$ cat src/rtl/ahb3lite_mem_slave_p.sv
// AHB-Lite memory slave with pipelined address/data phases, programmable
// wait states, byte-lane strobes and a two-cycle ERROR response. Drives a
// single-port memory macro whose read data is combinational in mem_addr.
module ahb3lite_mem_slave_p #(
  parameter int unsigned DATA_W    = 32,
  parameter int unsigned ADDR_W    = 32,
  parameter int unsigned MEM_BYTES = 4096,
  parameter int unsigned WAIT_W    = 4,
  parameter int unsigned SEQ_WAIT  = 1
) (
  input  logic                HCLK,
  input  logic                HRESET,
  input  logic                HSEL,
  input  logic [ADDR_W-1:0]   HADDR,
  input  logic [1:0]          HTRANS,
  input  logic                HWRITE,
  input  logic [2:0]          HSIZE,
  input  logic [2:0]          HBURST,
  input  logic                HREADY,
  input  logic [DATA_W-1:0]   HWDATA,
  output logic [DATA_W-1:0]   HRDATA,
  output logic                HREADYOUT,
  output logic                HRESP,
  input  logic [WAIT_W-1:0]   cfg_wait_n,
  output logic [ADDR_W-1:0]   mem_addr,
  output logic                mem_rd,
  output logic                mem_wr,
  output logic [DATA_W/8-1:0] mem_wstrb,
  output logic [DATA_W-1:0]   mem_wdata,
  input  logic [DATA_W-1:0]   mem_rdata
);

  localparam int unsigned NB     = DATA_W / 8;
  localparam int unsigned LANE_W = $clog2(NB);

  localparam logic [2:0] ST_IDLE = 3'd0;
  localparam logic [2:0] ST_WAIT = 3'd1;
  localparam logic [2:0] ST_DATA = 3'd2;
  localparam logic [2:0] ST_ERR1 = 3'd3;
  localparam logic [2:0] ST_ERR2 = 3'd4;

  localparam logic [1:0] TR_SEQ = 2'b11;

  logic [2:0]        state_q, state_d;
  logic [WAIT_W-1:0] cnt_q, cnt_d;
  logic [ADDR_W-1:0] addr_q, addr_d;
  logic              write_q, write_d;
  logic [2:0]        size_q, size_d;

  logic              accept;
  logic [7:0]        xfer_bytes;
  logic              out_of_range;
  logic              too_big;
  logic              misalign;
  logic              illegal;
  logic [WAIT_W-1:0] wait_sel;

  int unsigned       lane;
  int unsigned       nbytes;
  logic [NB-1:0]     strb_lane;

  logic              unused_hburst;

  // HBURST carries no behaviour; fold it so it is visibly consumed.
  always_comb begin
    unused_hburst = ^HBURST;
  end

  // Address-phase decode: acceptance, legality and the wait count to latch.
  always_comb begin
    accept       = HSEL & HREADY & HTRANS[1];
    xfer_bytes   = 8'd1 << HSIZE;
    out_of_range = (64'(HADDR) >= 64'(MEM_BYTES));
    too_big      = (xfer_bytes > 8'(NB));
    misalign     = |(HADDR[6:0] & (xfer_bytes[6:0] - 7'd1));
    illegal      = out_of_range | too_big | misalign;
    if ((HTRANS == TR_SEQ) && (SEQ_WAIT == 0)) begin
      wait_sel = '0;
    end else begin
      wait_sel = cfg_wait_n;
    end
  end

  // Next-state logic. Acceptance is only evaluated in the ready states
  // (IDLE, DATA, ERR2); that is what gives address/data pipelining.
  always_comb begin
    state_d = state_q;
    cnt_d   = cnt_q;
    addr_d  = addr_q;
    write_d = write_q;
    size_d  = size_q;
    case (state_q)
      ST_WAIT: begin
        if (cnt_q <= WAIT_W'(1)) begin
          state_d = ST_DATA;
          cnt_d   = '0;
        end else begin
          cnt_d   = cnt_q - WAIT_W'(1);
        end
      end
      ST_ERR1: begin
        state_d = ST_ERR2;
      end
      ST_IDLE, ST_DATA, ST_ERR2: begin
        if (accept) begin
          addr_d  = HADDR;
          write_d = HWRITE;
          size_d  = HSIZE;
          if (illegal) begin
            state_d = ST_ERR1;
            cnt_d   = '0;
          end else if (wait_sel != '0) begin
            state_d = ST_WAIT;
            cnt_d   = wait_sel;
          end else begin
            state_d = ST_DATA;
            cnt_d   = '0;
          end
        end else begin
          state_d = ST_IDLE;
        end
      end
      default: begin
        state_d = ST_IDLE;
        cnt_d   = '0;
      end
    endcase
  end

  // State and latched address-phase registers; reset discards any pending transfer.
  always_ff @(posedge HCLK or posedge HRESET) begin
    if (HRESET) begin
      state_q <= ST_IDLE;
      cnt_q   <= '0;
      addr_q  <= '0;
      write_q <= 1'b0;
      size_q  <= '0;
    end else begin
      state_q <= state_d;
      cnt_q   <= cnt_d;
      addr_q  <= addr_d;
      write_q <= write_d;
      size_q  <= size_d;
    end
  end

  // Byte-lane mask: 2^size contiguous lanes starting at the low address bits.
  always_comb begin
    lane      = 32'(addr_q[LANE_W-1:0]);
    nbytes    = 32'd1 << size_q;
    strb_lane = '0;
    for (int unsigned i = 0; i < NB; i++) begin
      if ((i >= lane) && (i < lane + nbytes)) begin
        strb_lane[i] = 1'b1;
      end
    end
  end

  // Bus response and memory strobes, all decoded from the current state.
  always_comb begin
    HREADYOUT = 1'b1;
    HRESP     = 1'b0;
    HRDATA    = '0;
    mem_rd    = 1'b0;
    mem_wr    = 1'b0;
    mem_wstrb = '0;
    mem_wdata = '0;
    mem_addr  = addr_q;
    case (state_q)
      ST_WAIT: begin
        HREADYOUT = 1'b0;
      end
      ST_ERR1: begin
        HREADYOUT = 1'b0;
        HRESP     = 1'b1;
      end
      ST_ERR2: begin
        HRESP     = 1'b1;
      end
      ST_DATA: begin
        mem_rd    = ~write_q;
        mem_wr    = write_q;
        mem_wstrb = strb_lane;
        mem_wdata = HWDATA;
        if (!write_q) begin
          HRDATA = mem_rdata;
        end
      end
      default: begin
        HREADYOUT = 1'b1;
      end
    endcase
  end

endmodule

$ cat config.mk
export PLATFORM = sky130hd
export DESIGN_NAME = ahb3lite_mem_slave_p
export DESIGN_NICKNAME = d
export VERILOG_FILES = /design/src/rtl/ahb3lite_mem_slave_p.sv
export SDC_FILE = /design/constraint.sdc
export NUM_CORES = 1
export LEC_CHECK = 0
export ABC_AREA = 1
export CORE_MARGIN = 2
export CORE_UTILIZATION = 25
export CTS_BUF_LIST = sky130_fd_sc_hd__clkbuf_8
export CTS_CLUSTER_DIAMETER = 40
export DETAILED_ROUTE_END_ITERATION = 7
export PLACE_DENSITY_LB_ADDON = 0.3
export SKIP_CTS_REPAIR_TIMING = 1
export SYNTH_ARGS = -nofsm -noshare
export SYNTH_HDL_FRONTEND = slang
export SYNTH_SLANG_ARGS = --single-unit
$ cat constraint.sdc
create_clock -name HCLK -period 2.71 [get_ports HCLK]
set_input_delay 0.542 -clock HCLK [delete_from_list [all_inputs] [get_ports HCLK]]
set_output_delay 0.542 -clock HCLK [all_outputs]
set_load 0.03 [all_outputs]
==> out/metrics.yaml, run 1 <==
pwr:
  switchingPower_uw: 876
  power.share.sequential_pct: 35.4
  switching_share_pct: 38.5
  leakagePower_nw: 3.45
  ir_worst_vdd_v: 0.000267
  cellPowerDensity_mw_per_mm2: 437
  pwr-share-comb_pct: 47.0
  internal_power_mw: 1.40
  p_clk_share_pct: 17.6
timing:
  final_hold_viol_count: 0
  layout_min_cycle_time_ns: 2.68
  setup_viol: 0
  max_freq_mhz: 374
  finalSetupTns_ns: 0
  relSlewSlack_pct: 40.5
  min_period_over_period_pct: 98.8
  rsz0062_at_grt: "yes"
  finalClockSkew_ns: 0.00770
  fin_ws_ns: 0.0326
  slew_violations: 0
  worst_pin_slew_ns: 0.892
clock_network:
  clockBufferDepth: 2
  clock_latency_ns: 0.30
  cts_tree: "built"
  htree_levels: 2
  clkTransAtPathRegs_ns: 0.08
  root_buffer: "clkbuf_8"
  cts_buffers: 5
  cts.sinks: 43
die:
  start_util_pct: 25.6
  core_mm2: 0.0103
  die_h_um: 107
  num_rows: 37
  die_x_um: 107
  die_area_mm2: 0.0114
  pin_count: 217
synth:
  ys_warn_count: 0
  syn_area_mm2: 0.00263
  synth_top_cell_area_share_pct: 40.9
  synthArstFlopShare_pct: 100
  synthTopCellsByCount: "nand2_1 (147), nor2_1 (86), inv_1 (60)"
  synth_edf_count: 0
  synth.avg_cell_area_um2: 6.32
  synth_fp_nets: 534
  synth_ff_type: "dfrtp_1"
  ys_top_cells_by_area: "dfrtp_1 (41%), nand2_1 (21%), nor2_1 (12%)"
  yosysMostFrequentCell: "nand2_1"
  syn_inst: 416
  synth_cell_types: 24
  synth-seq-cells: 43
  ys_seq_area_share_pct: 40.9
  yosys.area.top_type: "dfrtp_1"
outcome:
  status: "finished clean"
setup_path:
  cp.arrival_ns: 2.14
  crit_fanout: 4
  cp-start-kind: "flop"
  cp.required_ns: 2.17
  cp-end-kind: "primary output"
  crit_type: "flop to primary output"
detailed_routing:
  drt_first_pass_iters: 5
  avgRoutedWirePerCell_um: 12.5
  drc: 0
  vias: 3215
  ant_nets: 0
  dr.first_iter.drc_count: 185
  drt-total-wl_um: 9520
  vias_per_cell: 4.23
place:
  dpl_worst_slack_ns: 0.242
  io_buffers: 212
  hpwl_um: 7470
  routabilityCongestion: 0.772
global_route:
  grt_pass1_vias: 2970
  grt_overflow: 0
  antenna_found_initial: 0
  grt_max_degree: 70
  track_usage_pct: 15.9
  grt_first_pass_wirelength_um: 14500
final_layout:
  syn2layout_area_growth_pct: 97.8
  num_antenna_cells: 0
  layout-drive-gt1-share_pct: 6.09
  fillCellCount: 984
  nets: 741
job:
  cap_violations: 0
worst_hold_path:
  hp-class: "flop to flop"
## worst paths after layout
path	from	end	slack, ns	cells after the start
setup reg to reg	state_q[2]$_DFFE_PP0P_	mem_addr[24]$_DFFE_PP0P_	1.08	6
hold / removal	mem_addr[10]$_DFFE_PP0P_	mem_addr[10]$_DFFE_PP0P_	0.48	2
max in group asynchronous	HRESET	mem_addr[18]$_DFFE_PP0P_	1.40	2
setup / recovery	size_q[0]$_DFFE_PP0P_	mem_wstrb[2]	0.03	12
min in group asynchronous	HRESET	mem_addr[10]$_DFFE_PP0P_	0.76	2
hold reg to reg	mem_addr[10]$_DFFE_PP0P_	mem_addr[10]$_DFFE_PP0P_	0.48	2
## power by group through the flow
stage	sequential (mW)	clock, mW	combinational (mW)
6_report	0.805	0.400	1.07
3_3_place_gp	0.809	0	1.05
3_5_place_dp	0.812	0	1.06
4_1_cts	0.802	0.415	1.07
2_1_floorplan	0.979	0	0.362
5_1_grt	0.819	0.446	1.15
## final cells by class
cell class / instances / area, µm² / share of cell area [%]
multi-input cells: 285 / 1230 / 23.7
inverters: 71 / 267 / 5.12
flip-flops and latches: 43 / 1080 / 20.7
clock buffers: 5 / 68.8 / 1.32
clock inverters: 3 / 16.3 / 0.313
well taps: 136 / 170 / 3.27
repair buffers: 217 / 2370 / 45.6
## cells in the final DEF, fill, tap and decap left out, types with 2 or more instances in the layout
cell,netlist,layout
clkinv_1,2,2
o21ai_0,3,3
nand3_1,12,12
a21oi_1,4,3
nor3_1,4,3
nand2_2,0,2
dlymetal6s2s_1,0,59
dfrtp_1,43,43
clkdlybuf4s50_1,0,149
nor3_2,1,2
nand2_1,147,145
o21ai_1,18,18
inv_1,60,58
buf_4,1,3
clkbuf_8,0,5
nor2_1,86,85
inv_2,9,12
ha_1,4,3
buf_12,0,6
## cell families (layout without fill, tap and decap cells)
family / count (synthesis) / after routing / share of synthesized area (%)
and+or+nand+nor: 253 / 253 / 37.4
buffers and inverters: 88 / 296 / 13.3
adders and majority gates: 5 / 5 / 2.66
xor gates and xnor gates: 1 / 1 / 0.333
DFF: 43 / 43 / 40.9
AOI/OAI and AO/OA: 26 / 26 / 5.38
## state kept, by name, summed over array words and instances (netlist names)
signal,flops
cnt_q,4
mem_addr,32
size_q,3
state_q,3
write_q,1
## stage by stage
step,instance area (µm²),total power [mW],util [%],std cells,hold slack (ns)
after floorplan,2630,1.34,-,416,0.471
after global placement,4930,1.86,48.0,751,0.454
after detailed placement,4930,1.87,48.0,751,0.462
after CTS,5020,2.28,48.8,759,0.486
after global routing,5200,2.42,50.6,760,0.500
final,5200,2.27,50.6,760,0.478
## worst max-delay path, cell delays in order (launching register included)
cell and delay, ns:
dfrtp_1 0.43, nor3_2 0.18, ha_2 0.20, inv_1 0.06
fa_2 0.37, inv_1 0.06, nand2_1 0.05, nand2_1 0.09
inv_2 0.05, nand2_2 0.07, nand2_2 0.06, nor2_4 0.11
buf_12 0.13
## metal layers
metal | GRT usage, % | up-vias | routed length (µm)
met5 | 0 | - | 0
met4 | 5.66 | 0 | 299
met3 | 6.07 | 16 | 1020
met2 | 27.8 | 145 | 4450
met1 | 17.4 | 1425 | 3750
li1 | - | 1629 | -
Note: power is estimated with default switching activity, not from simulation.
==> inputs of run 2 (changes only) <==
Settings changed: CTS_BUF_LIST sky130_fd_sc_hd__clkbuf_8 to unset.
==> out/metrics.yaml, run 2 (synthesis gave the netlist of run 1 again) <==
timing:
  setup_viol: 0
  layout_min_cycle_time_ns: 2.68
  max_freq_mhz: 374
  finalClockSkew_ns: 0.00735
  min_period_over_period_pct: 98.8
  rsz0062_at_grt: "yes"
  holdWs_ns: 0.478
  worst_pin_slew_ns: 0.892
  final_hold_viol_count: 0
  slew_violations: 0
  relSlewSlack_pct: 40.4
detailed_routing:
  dr.first_iter.drc_count: 187
  vias_per_cell: 4.23
  drc: 0
  vias: 3216
  avgRoutedWirePerCell_um: 12.5
  drt-total-wl_um: 9500
  ant_nets: 0
  drt_first_pass_iters: 5
die:
  pin_count: 217
  start_util_pct: 25.6
  core_mm2: 0.0103
  die_area_mm2: 0.0114
  die_h_um: 107
  die_x_um: 107
  num_rows: 37
setup_path:
  crit_start: "size_q[0]$_DFFE_PP0P_"
  cp-end-kind: "primary output"
  r2r_slack_ns: 1.08
  rr_worst_depth: 6
  r2r-start: "state_q[2]$_DFFE_PP0P_"
  crit_type: "flop to primary output"
  timing.rr.end: "mem_addr[24]$_DFFE_PP0P_"
  cp.arrival_ns: 2.14
  cp-start-kind: "flop"
  cp.required_ns: 2.17
  crit_end: "mem_wstrb[2]"
  crit_fanout: 4
pwr:
  internal_power_mw: 1.40
  cellPowerDensity_mw_per_mm2: 438
  power.share.sequential_pct: 35.3
  p_clk_share_pct: 17.7
  pwr-share-comb_pct: 46.9
  switching_share_pct: 38.5
  leakagePower_nw: 3.44
  ir_worst_vdd_v: 0.000267
  switchingPower_uw: 876
job:
  cap_violations: 0
place:
  postPlaceCellArea_mm2: 0.00493
  io_buffers: 212
  routabilityCongestion: 0.772
  hpwl_um: 7470
final_layout:
  layout_commonest_cell: "clkdlybuf4s50_1"
  fin_util_pct: 50.6
  mostFrequentLayoutCells: "clkdlybuf4s50_1 (149), nand2_1 (145), nor2_1 (85)"
  nets: 741
  largest_reg_flops: 32
  layout-drive-gt1-share_pct: 6.09
  fin_area_mm2: 0.00520
  num_antenna_cells: 0
  syn2layout_area_growth_pct: 97.8
clock_network:
  clock_latency_ns: 0.30
  cts_tree: "built"
  htree_levels: 2
  cts_buffers: 5
  clockBufferDepth: 2
  root_buffer: "clkbuf_8"
  cts.sinks: 43
  clkTransAtPathRegs_ns: 0.08
outcome:
  status: "finished clean"
global_route:
  grt_max_degree: 70
  grt_pass1_vias: 2970
  track_usage_pct: 15.9
  grt_first_pass_wirelength_um: 14500
  antenna_found_initial: 0
  grt_overflow: 0
worst_hold_path:
  hp-class: "flop to flop"
## run 2: through the flow
step           instances  total power [mW]  TNS [ns]  setup WS, ns
2_1_floorplan        416              1.34         0         0.279
3_3_place_gp         751              1.86         0         0.258
3_5_place_dp         751              1.87         0         0.242
4_1_cts              759              2.29    -0.146       -0.0956
5_1_grt              760              2.42    -0.250        -0.105
6_report             760              2.28         0        0.0328
## run 2: layer usage
metal  part of all wire (%)  routed length (µm)  GRT usage (%)
met5                      0                   0              0
met4                    3.1                 299           5.66
met3                     11                1020           6.07
met1                     39                3740           17.4
met2                     47                4440           27.8
## run 2: power by group through the flow
| stage | Combinational [mW] | Sequential [mW] | Clock (mW) |
|---|---|---|---|
| after global routing | 1.15 | 0.819 | 0.450 |
| after floorplan | 0.362 | 0.979 | 0 |
| after CTS | 1.07 | 0.802 | 0.418 |
| after detailed placement | 1.06 | 0.812 | 0 |
| after global placement | 1.05 | 0.809 | 0 |
| final | 1.07 | 0.805 | 0.404 |
## run 2: how the worst min path moves through the flow
stage	start	end	slack, ns	depth (start not counted)
after CTS	mem_addr[8]$_DFFE_PP0P_	mem_addr[8]$_DFFE_PP0P_	0.49	2
after global placement	mem_addr[8]$_DFFE_PP0P_	mem_addr[8]$_DFFE_PP0P_	0.45	2
after detailed placement	mem_addr[7]$_DFFE_PP0P_	mem_addr[7]$_DFFE_PP0P_	0.46	2
after global routing	mem_addr[8]$_DFFE_PP0P_	mem_addr[8]$_DFFE_PP0P_	0.50	2
final	mem_addr[10]$_DFFE_PP0P_	mem_addr[10]$_DFFE_PP0P_	0.48	2
after floorplan	cnt_q[1]$_DFFE_PP0P_	cnt_q[1]$_DFFE_PP0P_	0.47	2
## run 2: worst max-delay path, stage by stage, from the launching register on
cell,delay [ns]
dfrtp_1,0.43
nor3_2,0.18
ha_2,0.20
inv_1,0.06
fa_2,0.37
inv_1,0.06
nand2_1,0.05
nand2_1,0.09
inv_2,0.05
nand2_2,0.07
nand2_2,0.06
nor2_4,0.11
buf_12,0.13
## run 2: area by class of cell
| type | count | area (µm²) |
|---|---|---|
| Clock inverter | 2 | 12.5 |
| Multi-Input combinational cell | 285 | 1230 |
| Sequential cell | 43 | 1080 |
| Inverter | 71 | 267 |
| Tap cell | 136 | 170 |
| Fill cell | 984 | 5080 |
| Clock buffer | 6 | 72.6 |
| Timing Repair Buffer | 217 | 2370 |
